`config.mk`:
```
export PLATFORM = sky130hd
export DESIGN_NAME = uart_param_xcvr
export DESIGN_NICKNAME = d
export VERILOG_FILES = /design/src/rtl/uart_param_xcvr.sv
export SDC_FILE = /design/constraint.sdc
export NUM_CORES = 1
export LEC_CHECK = 0
export CORE_MARGIN = 5
export CORE_UTILIZATION = 30
export DETAILED_ROUTE_END_ITERATION = 8
export GPL_ROUTABILITY_DRIVEN = 0
export SYNTH_ARGS = -nofsm -noshare
export SYNTH_HDL_FRONTEND = slang
export SYNTH_SLANG_ARGS = --single-unit
```
`constraint.sdc`:
```
create_clock -name CLK -period 3.8 [get_ports CLK]
set_input_delay 1.14 -clock CLK [delete_from_list [all_inputs] [get_ports CLK]]
set_output_delay 1.14 -clock CLK [all_outputs]
set_load 0.02 [all_outputs]
```
`src/rtl/uart_param_xcvr.sv`:
```
// -----------------------------------------------------------------------------
// uart_param_xcvr
//   Parameterised UART transceiver with a TX FIFO, an RX FIFO, optional
//   even/odd parity and one stop bit. Frame on the wire:
//   start(0), DATA_W data bits LSB first, [parity], stop(1).
//   Each bit lasts CLKS_PER_BIT clocks.
//
// Parameters
//   DATA_W        data bits per frame (5..8)
//   CLKS_PER_BIT  clocks per serial bit (even, >= 4)
//   FIFO_DEPTH    entries per FIFO (power of 2, >= 2)
//
// Ports
//   CLK, RST         clock, synchronous active-high reset
//   parity_en        1 = parity bit inserted / checked
//   parity_kind      0 = even, 1 = odd
//   rxd              asynchronous serial input, idle high
//   loopback         (only with UART_LOOPBACK_EN) receiver listens to the
//                    internal TX stream and txd is held high
//   txd              serial output, idle high
//   tx_data, tx_wr   TX FIFO write port; tx_full = TX FIFO full
//   rx_data, rx_rd   RX FIFO show-ahead head (0 when empty) and pop strobe
//   rx_empty         RX FIFO empty
//   ft               pulse in the last cycle of each transmitted stop bit
//   fr               pulse in the cycle a received word is pushed
//   perr, ferr       pulses: parity error / framing error
//   rx_ovf           sticky: good frame dropped because the RX FIFO was full
//
// Build option
//   UART_LOOPBACK_EN  adds the loopback input port (after rxd).
// -----------------------------------------------------------------------------
module uart_param_xcvr #(
  parameter int DATA_W       = 8,
  parameter int CLKS_PER_BIT = 16,
  parameter int FIFO_DEPTH   = 8
) (
  input  logic              CLK,
  input  logic              RST,
  input  logic              parity_en,
  input  logic              parity_kind,
  input  logic              rxd,
`ifdef UART_LOOPBACK_EN
  input  logic              loopback,
`endif
  output logic              txd,
  input  logic [DATA_W-1:0] tx_data,
  input  logic              tx_wr,
  output logic              tx_full,
  output logic [DATA_W-1:0] rx_data,
  input  logic              rx_rd,
  output logic              rx_empty,
  output logic              ft,
  output logic              fr,
  output logic              perr,
  output logic              ferr,
  output logic              rx_ovf
);

  localparam int AW = $clog2(FIFO_DEPTH);
  localparam int CW = $clog2(CLKS_PER_BIT);
  localparam int IW = $clog2(DATA_W);

  typedef enum logic [2:0] {S_IDLE, S_START, S_DATA, S_PARITY, S_STOP} state_t;

  // ---------------------------------------------------------------- TX FIFO
  // Pointers carry one extra MSB so full and empty are distinguishable.
  logic [DATA_W-1:0] r_tx_mem [FIFO_DEPTH];
  logic [AW:0]       r_tx_wp, r_tx_rp;
  logic              w_tx_empty, w_tx_full, w_tx_push, w_tx_pop;
  logic [DATA_W-1:0] w_tx_head;

  assign w_tx_empty = (r_tx_wp == r_tx_rp);
  assign w_tx_full  = (r_tx_wp[AW] != r_tx_rp[AW]) && (r_tx_wp[AW-1:0] == r_tx_rp[AW-1:0]);
  assign w_tx_push  = tx_wr && !w_tx_full;
  assign w_tx_head  = r_tx_mem[r_tx_rp[AW-1:0]];
  assign tx_full    = w_tx_full;

  // NOTE: FIFO storage is deliberately not reset; the pointers alone define
  // which entries are valid, and leaving the array unreset lets it map to RAM.
  always_ff @(posedge CLK) begin
    if (w_tx_push) r_tx_mem[r_tx_wp[AW-1:0]] <= tx_data;
  end

  // NOTE: all clocked state uses non-blocking assignments so every register
  // samples pre-edge values regardless of block ordering.
  always_ff @(posedge CLK) begin
    if (RST) begin
      r_tx_wp <= '0;
      r_tx_rp <= '0;
    end else begin
      if (w_tx_push) r_tx_wp <= r_tx_wp + (AW+1)'(1);
      if (w_tx_pop)  r_tx_rp <= r_tx_rp + (AW+1)'(1);
    end
  end

  // ---------------------------------------------------------------- TX FSM
  state_t            r_tx_state, w_tx_next;
  logic [CW-1:0]     r_tx_cnt;
  logic [IW-1:0]     r_tx_idx;
  logic [DATA_W-1:0] r_tx_sh;
  logic              r_tx_par_en, r_tx_par_bit;
  logic              w_tx_bit_end, w_tx_serial;

  assign w_tx_bit_end = (r_tx_cnt == CW'(CLKS_PER_BIT-1));

  always_ff @(posedge CLK) begin
    if (RST) r_tx_state <= S_IDLE;
    else     r_tx_state <= w_tx_next;
  end

  // NOTE: every output of this block is given a default first so no path
  // leaves a signal unassigned, which would infer a latch.
  always_comb begin
    w_tx_next = r_tx_state;
    w_tx_pop  = 1'b0;
    case (r_tx_state)
      S_IDLE:   if (!w_tx_empty) begin
                  w_tx_next = S_START;
                  w_tx_pop  = 1'b1;
                end
      S_START:  if (w_tx_bit_end) w_tx_next = S_DATA;
      S_DATA:   if (w_tx_bit_end && r_tx_idx == IW'(DATA_W-1))
                  w_tx_next = r_tx_par_en ? S_PARITY : S_STOP;
      S_PARITY: if (w_tx_bit_end) w_tx_next = S_STOP;
      S_STOP:   if (w_tx_bit_end) begin
                  // Back-to-back: next start bit follows the stop bit directly.
                  if (!w_tx_empty) begin
                    w_tx_next = S_START;
                    w_tx_pop  = 1'b1;
                  end else begin
                    w_tx_next = S_IDLE;
                  end
                end
      default:  w_tx_next = S_IDLE;
    endcase
  end

  always_ff @(posedge CLK) begin
    if (RST) begin
      r_tx_cnt     <= '0;
      r_tx_idx     <= '0;
      r_tx_sh      <= '0;
      r_tx_par_en  <= 1'b0;
      r_tx_par_bit <= 1'b0;
    end else if (w_tx_pop) begin
      // Frame setup, including the parity configuration for this frame.
      r_tx_cnt     <= '0;
      r_tx_idx     <= '0;
      r_tx_sh      <= w_tx_head;
      r_tx_par_en  <= parity_en;
      r_tx_par_bit <= (^w_tx_head) ^ parity_kind;
    end else if (r_tx_state != S_IDLE) begin
      r_tx_cnt <= w_tx_bit_end ? '0 : r_tx_cnt + CW'(1);
      if (r_tx_state == S_DATA && w_tx_bit_end) begin
        r_tx_sh  <= r_tx_sh >> 1;
        r_tx_idx <= r_tx_idx + IW'(1);
      end
    end
  end

  always_comb begin
    case (r_tx_state)
      S_START:  w_tx_serial = 1'b0;
      S_DATA:   w_tx_serial = r_tx_sh[0];
      S_PARITY: w_tx_serial = r_tx_par_bit;
      default:  w_tx_serial = 1'b1;
    endcase
  end

  assign ft = (r_tx_state == S_STOP) && w_tx_bit_end;

  // ---------------------------------------------------------- line select
  logic w_rx_src;
`ifdef UART_LOOPBACK_EN
  assign w_rx_src = loopback ? w_tx_serial : rxd;
  assign txd      = loopback ? 1'b1 : w_tx_serial;
`else
  assign w_rx_src = rxd;
  assign txd      = w_tx_serial;
`endif

  // ---------------------------------------------------------------- RX FSM
  logic              r_rx_s1, r_rx_s2, r_rx_prev;
  state_t            r_rx_state, w_rx_next;
  logic [CW-1:0]     r_rx_cnt;
  logic [IW-1:0]     r_rx_idx;
  logic [DATA_W-1:0] r_rx_sh;
  logic              r_rx_par_en, r_rx_par_kind, r_rx_par_bit;
  logic              w_rx_fall, w_rx_half, w_rx_bit_end, w_rx_start_ok;
  logic              w_rx_good, w_rx_perr, w_rx_ferr;

  // Synchroniser plus one history flop for falling-edge detection. After a
  // framing error the line is still low, so a new start needs a high first.
  always_ff @(posedge CLK) begin
    if (RST) begin
      r_rx_s1   <= 1'b1;
      r_rx_s2   <= 1'b1;
      r_rx_prev <= 1'b1;
    end else begin
      r_rx_s1   <= w_rx_src;
      r_rx_s2   <= r_rx_s1;
      r_rx_prev <= r_rx_s2;
    end
  end

  assign w_rx_fall    = r_rx_prev && !r_rx_s2;
  assign w_rx_half    = (r_rx_cnt == CW'(CLKS_PER_BIT/2-1));
  assign w_rx_bit_end = (r_rx_cnt == CW'(CLKS_PER_BIT-1));

  always_ff @(posedge CLK) begin
    if (RST) r_rx_state <= S_IDLE;
    else     r_rx_state <= w_rx_next;
  end

  always_comb begin
    w_rx_next     = r_rx_state;
    w_rx_start_ok = 1'b0;
    w_rx_good     = 1'b0;
    w_rx_perr     = 1'b0;
    w_rx_ferr     = 1'b0;
    case (r_rx_state)
      S_IDLE:   if (w_rx_fall) w_rx_next = S_START;
      S_START:  if (w_rx_half) begin
                  if (r_rx_s2) begin
                    w_rx_next = S_IDLE;  // glitch, not a start bit
                  end else begin
                    w_rx_next     = S_DATA;
                    w_rx_start_ok = 1'b1;
                  end
                end
      S_DATA:   if (w_rx_bit_end && r_rx_idx == IW'(DATA_W-1))
                  w_rx_next = r_rx_par_en ? S_PARITY : S_STOP;
      S_PARITY: if (w_rx_bit_end) w_rx_next = S_STOP;
      S_STOP:   if (w_rx_bit_end) begin
                  w_rx_next = S_IDLE;
                  if (!r_rx_s2)
                    w_rx_ferr = 1'b1;
                  else if (r_rx_par_en && (r_rx_par_bit != ((^r_rx_sh) ^ r_rx_par_kind)))
                    w_rx_perr = 1'b1;
                  else
                    w_rx_good = 1'b1;
                end
      default:  w_rx_next = S_IDLE;
    endcase
  end

  // Counter is zero on the first START cycle, so the half-bit compare lands
  // mid start bit; afterwards full-bit periods land mid of each later bit.
  always_ff @(posedge CLK) begin
    if (RST) begin
      r_rx_cnt      <= '0;
      r_rx_idx      <= '0;
      r_rx_sh       <= '0;
      r_rx_par_en   <= 1'b0;
      r_rx_par_kind <= 1'b0;
      r_rx_par_bit  <= 1'b0;
    end else if (r_rx_state == S_IDLE) begin
      r_rx_cnt <= '0;
    end else if (w_rx_start_ok) begin
      r_rx_cnt      <= '0;
      r_rx_idx      <= '0;
      r_rx_par_en   <= parity_en;
      r_rx_par_kind <= parity_kind;
    end else begin
      r_rx_cnt <= w_rx_bit_end ? '0 : r_rx_cnt + CW'(1);
      if (r_rx_state == S_DATA && w_rx_bit_end) begin
        r_rx_sh  <= {r_rx_s2, r_rx_sh[DATA_W-1:1]};
        r_rx_idx <= r_rx_idx + IW'(1);
      end
      if (r_rx_state == S_PARITY && w_rx_bit_end) r_rx_par_bit <= r_rx_s2;
    end
  end

  // ---------------------------------------------------------------- RX FIFO
  logic [DATA_W-1:0] r_rx_mem [FIFO_DEPTH];
  logic [AW:0]       r_rx_wp, r_rx_rp;
  logic              r_rx_ovf;
  logic              w_rx_empty, w_rx_full, w_rx_push, w_rx_pop;

  assign w_rx_empty = (r_rx_wp == r_rx_rp);
  assign w_rx_full  = (r_rx_wp[AW] != r_rx_rp[AW]) && (r_rx_wp[AW-1:0] == r_rx_rp[AW-1:0]);
  assign w_rx_pop   = rx_rd && !w_rx_empty;
  // A simultaneous pop frees the slot being written, so a full FIFO still
  // accepts the push.
  assign w_rx_push  = w_rx_good && (!w_rx_full || w_rx_pop);

  always_ff @(posedge CLK) begin
    if (w_rx_push) r_rx_mem[r_rx_wp[AW-1:0]] <= r_rx_sh;
  end

  always_ff @(posedge CLK) begin
    if (RST) begin
      r_rx_wp  <= '0;
      r_rx_rp  <= '0;
      r_rx_ovf <= 1'b0;
    end else begin
      if (w_rx_push) r_rx_wp <= r_rx_wp + (AW+1)'(1);
      if (w_rx_pop)  r_rx_rp <= r_rx_rp + (AW+1)'(1);
      if (w_rx_good && !w_rx_push) r_rx_ovf <= 1'b1;
    end
  end

  assign rx_empty = w_rx_empty;
  assign rx_data  = w_rx_empty ? '0 : r_rx_mem[r_rx_rp[AW-1:0]];
  assign rx_ovf   = r_rx_ovf;
  assign fr       = w_rx_push;
  assign perr     = w_rx_perr;
  assign ferr     = w_rx_ferr;

endmodule

```
==> results of run 1 <==
[report_power, final]
| group | switching, mW | internal, mW | leakage [nW] |
|---|---|---|---|
| Sequential | 0.104 | 2.34 | 1.72 |
| Combinational | 0.322 | 0.412 | 1.22 |
| Clock | 0.797 | 0.861 | 0.268 |
| Total | 1.22 | 3.61 | 3.21 |
[per-layer routing]
metal  vias to the layer above  GRT usage, %  share of wire, %
li1                       2199             -                 -
met1                      2184          11.7                42
met2                        65          18.0                53
met3                         9          2.42               3.7
met4                         0          2.49              0.81
met5                         -             0                 0
[how the worst min path moves through the flow]
stage          cells after the start  slack, ps  startpoint      end
2_1_floorplan                      1        390     r_rx_s1  r_rx_s2
3_3_place_gp                       1        400     r_rx_s1  r_rx_s2
3_5_place_dp                       1        400     r_rx_s1  r_rx_s2
4_1_cts                            1        420     r_rx_s1  r_rx_s2
5_1_grt                            1        430     r_rx_s1  r_rx_s2
6_report                           1        410     r_rx_s1  r_rx_s2
[cell families after synthesis]
kind of cell	count (synthesis)
AO/OA/AOI/OAI	59
XOR/XNOR	32
adder cells (fa/ha/maj)	10
buffers and inverters	33
flip-flops	195
multiplexers	60
AND/OR/NAND/NOR	172
[synth_stat cells, drive strengths merged (5+ instances only)]
cell / n / area (µm²)
a211oi: 5 / 42.5
a21oi: 33 / 165
a22oi: 6 / 45.0
buf: 9 / 52.5
clkbuf: 20 / 75.1
dfxtp: 67 / 1340
edfxtp: 128 / 3840
ha: 10 / 125
mux2: 7 / 78.8
mux2i: 21 / 210
mux4: 32 / 743
nand2: 43 / 161
nand2b: 10 / 62.6
nand3: 12 / 60.1
nor2: 59 / 221
nor2b: 6 / 37.5
nor3: 13 / 65.1
nor3b: 7 / 52.6
o21ai: 6 / 30.0
or2: 5 / 31.3
or3: 5 / 31.3
xnor2: 15 / 131
xnor3: 5 / 113
xor2: 12 / 105
[critical path: stages, from the launching register on]
cell             delay [ps]
dfxtp_1                 310
buf_4                   300
mux4_2                  550
mux2i_1                 230
nor2_1                   70
clkdlybuf4s50_1         540
[cell type report]
cell class              count  area [µm²]  area share [%]
flip-flops and latches    195        5180            55.0
multi-input cells         333        2710            28.7
repair buffers             66         567            6.01
clock buffers              20         438            4.65
well taps                 335         419            4.45
clock inverters            12        97.6            1.04
inverters                   4        15.0           0.159
[stage by stage]
| stage | cells | area (µm²) | setup WS [ps] | utilization (%) | total power [mW] |
|---|---|---|---|---|---|
| floorplan | 561 | 8010 | 644 | - | 3.06 |
| CTS | 965 | 9420 | 70.8 | 36.0 | 4.90 |
| detailed placement | 933 | 8870 | 146 | 33.9 | 3.24 |
| finish | 965 | 9430 | 228 | 36.0 | 4.83 |
| global route | 965 | 9430 | 95.6 | 36.0 | 5.06 |
| global placement | 933 | 8870 | 147 | 33.9 | 3.22 |
[cell usage in the layout (no fill, tap or decap), types with 13 or more instances in the layout]
cell,count
a21oi_1,33
buf_4,36
clkbuf_16,17
clkdlybuf4s50_1,27
dfxtp_1,67
edfxtp_1,128
mux2i_1,21
mux4_2,26
nand2_1,43
nor2_1,59
nor3_1,13
xnor2_1,14
[registers in the layout, summed over array words and instances (netlist names), 3 cells and up, named ones only]
signal      flops
r_rx_sh         8
r_tx_cnt        4
r_tx_rp         4
r_rx_rp         4
r_rx_cnt        4
r_rx_state      3
r_tx_state      3
r_rx_idx        3
r_tx_mem       64
r_rx_wp         4
r_tx_idx        3
r_tx_sh         8
r_rx_mem       64
r_tx_wp         4
==> summary.md, run 1 <==
| Metric | Value |
|---|---|
| Status | finished, final reports clean |
| Maximum VDD drop | 321 µV |
| Number of clock sinks | a little under 200 |
| Dpl hpwl | between 9 and 10 mm |
| First-pass GRT wire length | approximately 23 mm |
| Mapped Area | approximately 8000 µm² |
| Clock Pin Slew Worst Setup and Hold Paths | around 70 ps |
| Drc violations | 0 |
| Fin. Hold Viols | 0 |
| Net Count, Synth | roughly 590 |
| # resized after CTS | 3 |
| CP Capture Point | rx_data[7] |
| Diodes inserted | 0 |
| Async set-or-reset flop fraction in the synthesized netlist | 0% |
| Fin Setup TNS | 0 ps |
| Post-CTS Hold Buffers | 0 |
| Area grow syn2layout | 17.6% |
| Synthesized flop and latch total | between 150 and 200 |
| EDFF count, synth | approximately 130 |
| Maximum root-to-sink buffer count | 2 |
| Ports | 31 |
| Core Box Area | 26,200 µm² |
| Peak Freq | between 0.2 and 0.3 GHz |
| CP Capture Type | output port |
| Initial core utilization | between 30% and 40% |
| Largest net degree at the start of global routing | 37 |
| Slew @ Worst Pin | about 910 ps |
| Proportion of synthesized area in mux cells | 12.9% |
| # setup viols final | 0 |
| Count of input and output buffers | 30 |
| Tcrit/Tclk final | a little over nine tenths |
| Relative slew slack | about two fifths |
| Pins Over Slew Limit | 0 |
| Vias per cell | approximately 4.6 |
| Routed length per instance | around 15 µm |
| Postcts setup bufs | 0 |
| Initial antenna violation count | 0 |
| Worst Path Required | approximately 2700 ps |
| Gr ovfl total | 0 |
| Final net count | approximately 640 |
| Setup Skew | between 10 and 15 ps |
| Unique masters post-synth | 44 |
| Post-synthesis xor/xnor area fraction | between 4 and 5% |
| Max_cap viols | 0 |
| Post-Syn Area per Cell | 14.3 µm² |
| Synth Warn # | 0 |
| Synth Area in Adders | roughly 1.6% |
| H-tree depth | 4 |
| RSZ-0062 raised after global routing | false |
| Tmin final | between 3000 and 4000 ps |
| Cts bufs inserted | 17 |
| Largest family of logic cells by synthesized area | multiplexers |
| Root buf cell | clkbuf_16 |
| TritonCTS clock tree | built |
| R2r worst-path depth | 8 |
| Capturing point of the worst reg2reg path | r_tx_par_bit |
| Post-Syn Instances | roughly 560 |
| DIE WIDTH | 173 µm |
| Synth Area in Compound Gates | between 4 and 5% |
| Total wire length | between 10 and 15 mm |
| Number of global-route vias before repair | 4,403 |
| Worst Setup Start Kind | flip-flop |
| Layout cells sized above 1 | between 10% and 20% |
| Iteration count of the initial detailed-routing pass | 4 |
| Via count | ~4.5k |
| # fillers | ~2.5k |
| Hold WS | slightly above 400 ps |
| P per Cell Area | 513 nW/µm² |
| Setup Crit Path Kind | flip-flop to output port |
| Die area | around 30,000 µm² |
| Worst reg-to-reg setup slack | around 1100 ps |
| Rows | 59 |
| P_leak | ~3.2 nW |
| Synth Area in Simple Gates | 10.1% |
| 1st-iter DRT viols | between 200 and 250 |
| GR Util All Layers | approximately 10% |
| Final antenna-violating net count | 0 |
| Top FF cell, synth | edfxtp_1 |
| Clk_lat worst skew | ~420 ps |
| Arr. time, crit path | 2430 ps |
| Die height | between 150 and 200 µm |
| Hold Crit Class | flip-flop to flip-flop |
| CP Max Fanout | 16 |
| Register area share after synthesis | between 60 and 70% |
No activity file was read; power rests on OpenSTA's default activity.
==> run 2: changes to the inputs <==
--- a/config.mk
+++ b/config.mk
@@ -7,8 +7,10 @@
 export LEC_CHECK = 0
 export CORE_MARGIN = 5
 export CORE_UTILIZATION = 30
+export CTS_CLUSTER_SIZE = 40
 export DETAILED_ROUTE_END_ITERATION = 8
 export GPL_ROUTABILITY_DRIVEN = 0
+export SLEW_MARGIN = 20
 export SYNTH_ARGS = -nofsm -noshare
 export SYNTH_HDL_FRONTEND = slang
 export SYNTH_SLANG_ARGS = --single-unit
==> results of run 2 <==
Same layout as run 1: the final DEF is identical, and so are final timing and power.
==> run 3: changes to the inputs <==
--- a/config.mk
+++ b/config.mk
@@ -5,12 +5,13 @@
 export SDC_FILE = /design/constraint.sdc
 export NUM_CORES = 1
 export LEC_CHECK = 0
+export CAP_MARGIN = 10
 export CORE_MARGIN = 5
 export CORE_UTILIZATION = 30
 export CTS_CLUSTER_SIZE = 40
 export DETAILED_ROUTE_END_ITERATION = 8
 export GPL_ROUTABILITY_DRIVEN = 0
-export SLEW_MARGIN = 20
+export GPL_TIMING_DRIVEN = 0
 export SYNTH_ARGS = -nofsm -noshare
 export SYNTH_HDL_FRONTEND = slang
 export SYNTH_SLANG_ARGS = --single-unit
==> run 3 against run 2 <==
  * Wire length is 2.7% higher
  * Register-to-register slack worse by 610 ps
  * Clock-buffer cell count is 3 lower
  * Sequential power is 2% lower
  * Combinational power is 11% higher
  * Highest routed layer unchanged
==> summary.md, run 3 (synthesis results as in run 1) <==
| Metric | Value |
|---|---|
| Status | finished, final reports clean (unchanged) |
| Gr ovfl total | 0 (unchanged) |
| Hold Crit Class | flip-flop to flip-flop (unchanged) |
| Core Box Area | 26,200 µm² (unchanged) |
| Largest net degree at the start of global routing | 22 (was 37) |
| Routed length per instance | 15.6 µm (was 15.2 µm) |
| Maximum VDD drop | 318 µV (was 321 µV) |
| Pre-CTS setup slack | -453 ps (was 146 ps) |
| Peak Freq | 0.275 GHz (was 0.280 GHz) |
| Arr. time, crit path | 2500 ps (was 2430 ps) |
| Worst path max stage delay | 460 ps (was 550 ps) |
| Tmin final | 3640 ps (was 3570 ps) |
| Post-CTS Hold Buffers | 0 (unchanged) |
| Slowest-stage cell, CP | xnor3_1 (was mux4_2) |
| Crit-path leading delay family | XOR/XNOR gates (was buffers and inverters) |
| Final net count | 644 (was 642) |
| Cell Area, Placed | 8770 µm² (was 8870 µm²) |
| Placed cells | 932 (was 933) |
| Final instance area | 9470 µm² (was 9430 µm²) |
| Final antenna-violating net count | 0 (unchanged) |
| Count of input and output buffers | 30 (unchanged) |
| Initial core utilization | 30.6% (unchanged) |
| Dpl hpwl | 10.4 mm (was 9.80 mm) |
| DIE WIDTH | 173 µm (unchanged) |
| Total wire length | 15.0 mm (was 14.6 mm) |
| Worst Setup Start Kind | flip-flop (unchanged) |
| H-tree depth | 4 (unchanged) |
| Iteration count of the initial detailed-routing pass | 5 (was 4) |
| Ports | 31 (unchanged) |
| Maximum root-to-sink buffer count | 2 (unchanged) |
| 1st-iter DRT viols | 256 (was 220) |
| Initial antenna violation count | 0 (unchanged) |
| CP Capture Type | output port (unchanged) |
| Non-filler cells, final | 967 (was 965) |
| Area grow syn2layout | 18.1% (was 17.6%) |
| # fillers | 2,497 (was 2,508) |
| Vias per cell | 4.62 (about the same) |
| Total power | 4.98 mW (was 4.83 mW) |
| TritonCTS clock tree | built (unchanged) |
| Commonest cells after routing, fill and taps aside | edfxtp_1 (128), dfxtp_1 (63), nor2_1 (58), nand2_1 (43), a21oi_1 (33) (was edfxtp_1 (128), dfxtp_1 (67), nor2_1 (59), nand2_1 (43), buf_4 (36)) |
| P_leak | 3.21 nW (about the same) |
| Number of clock sinks | 195 (unchanged) |
| Setup Skew | 16.8 ps (was 11.5 ps) |
| Worst setup margin | 161 ps (was 228 ps) |
| Die height | 173 µm (unchanged) |
| Pins Over Slew Limit | 0 (unchanged) |
| Fin. Hold Viols | 0 (unchanged) |
| GR Util All Layers | 10.2% (was 9.88%) |
| First-pass GRT wire length | 24.2 mm (was 23.5 mm) |
| Layout cells sized above 1 | 16.0% (was 17.5%) |
| Worst Path Required | 2660 ps (about the same) |
| Tcrit/Tclk final | 95.8% (was 94.0%) |
| CP Max Fanout | 11 (was 16) |
| Drc violations | 0 (unchanged) |
| P per Cell Area | 526 nW/µm² (was 513 nW/µm²) |
| Setup Crit Path Kind | flip-flop to output port (unchanged) |
| Diodes inserted | 0 (unchanged) |
| Die area | 30,100 µm² (unchanged) |
| Clk_lat worst skew | 440 ps (was 420 ps) |
| CP Cell Sequence | xor2_1 > xnor3_1 > xnor2_2 > a211oi_4 > clkdlybuf4s15_1 (was buf_4 > mux4_2 > mux2i_1 > nor2_1 > clkdlybuf4s50_1) |
| Rows | 59 (unchanged) |
| Root buf cell | clkbuf_16 (unchanged) |
| Cts bufs inserted | 17 (unchanged) |
| Clock Pin Slew Worst Setup and Hold Paths | 80 ps (was 70 ps) |
| Fin Setup TNS | 0 ps (unchanged) |
| Slew @ Worst Pin | 1060 ps (was 907 ps) |
| Relative slew slack | 29.4% (was 38.7%) |
| Number of global-route vias before repair | 4,447 (was 4,403) |
| # setup viols final | 0 (unchanged) |
| Most common cell after layout, fill and taps aside | edfxtp_1 (unchanged) |
| Worst path bufs/invs | 1 (was 2) |
| Via count | 4,465 (was 4,457) |
| Max_cap viols | 0 (unchanged) |
| RSZ-0062 raised after global routing | false (unchanged) |
## run 3: worst paths after layout
kind                            slack (ps)             end        from  depth (start not counted)
worst max register to register         440  r_rx_mem[2][0]  r_rx_sh[2]                          8
worst max-delay path                   160              fr  r_rx_sh[2]                          5
worst min-delay path                   420         r_rx_s2     r_rx_s1                          1
worst min register to register         420         r_rx_s2     r_rx_s1                          1
## run 3: what timing repair did
action                     CTS  global route
buffers inserted             0             2
pin swaps                    1             1
gates resized for setup     19             8
setup endpoints to repair   11            11
## run 3: per-stage QoR
| step | hold slack [ps] | utilization [%] |
|---|---|---|
| after floorplan | 389 | - |
| after global placement | 392 | 33.3 |
| after detailed placement | 401 | 33.5 |
| after CTS | 421 | 35.9 |
| after global routing | 433 | 36.1 |
| final | 418 | 36.1 |
## run 3: cell type report
cell class	instances	area (µm²)	share of cell area, %
flip-flops and latches	195	5190	54.8
multi-input cells	333	2730	28.8
clock buffers	17	425	4.49
well taps	335	419	4.43
repair buffers	40	372	3.93
clock inverters	15	178	1.88
plain buffers	28	138	1.45
inverters	4	15.0	0.159
## run 3: metal layers
metal / part of all wire (%) / GRT usage, % / vias up
li1: - / - / 2211
met1: 44 / 13.0 / 2172
met2: 52 / 17.4 / 67
met3: 3.6 / 2.42 / 15
met4: 1.2 / 3.06 / 0
met5: 0 / 0 / -
## run 3: power breakdown
group / switching [mW] / internal, mW
Clock: 0.885 / 0.891
Sequential: 0.0574 / 2.34
Combinational: 0.393 / 0.418
Total: 1.34 / 3.65
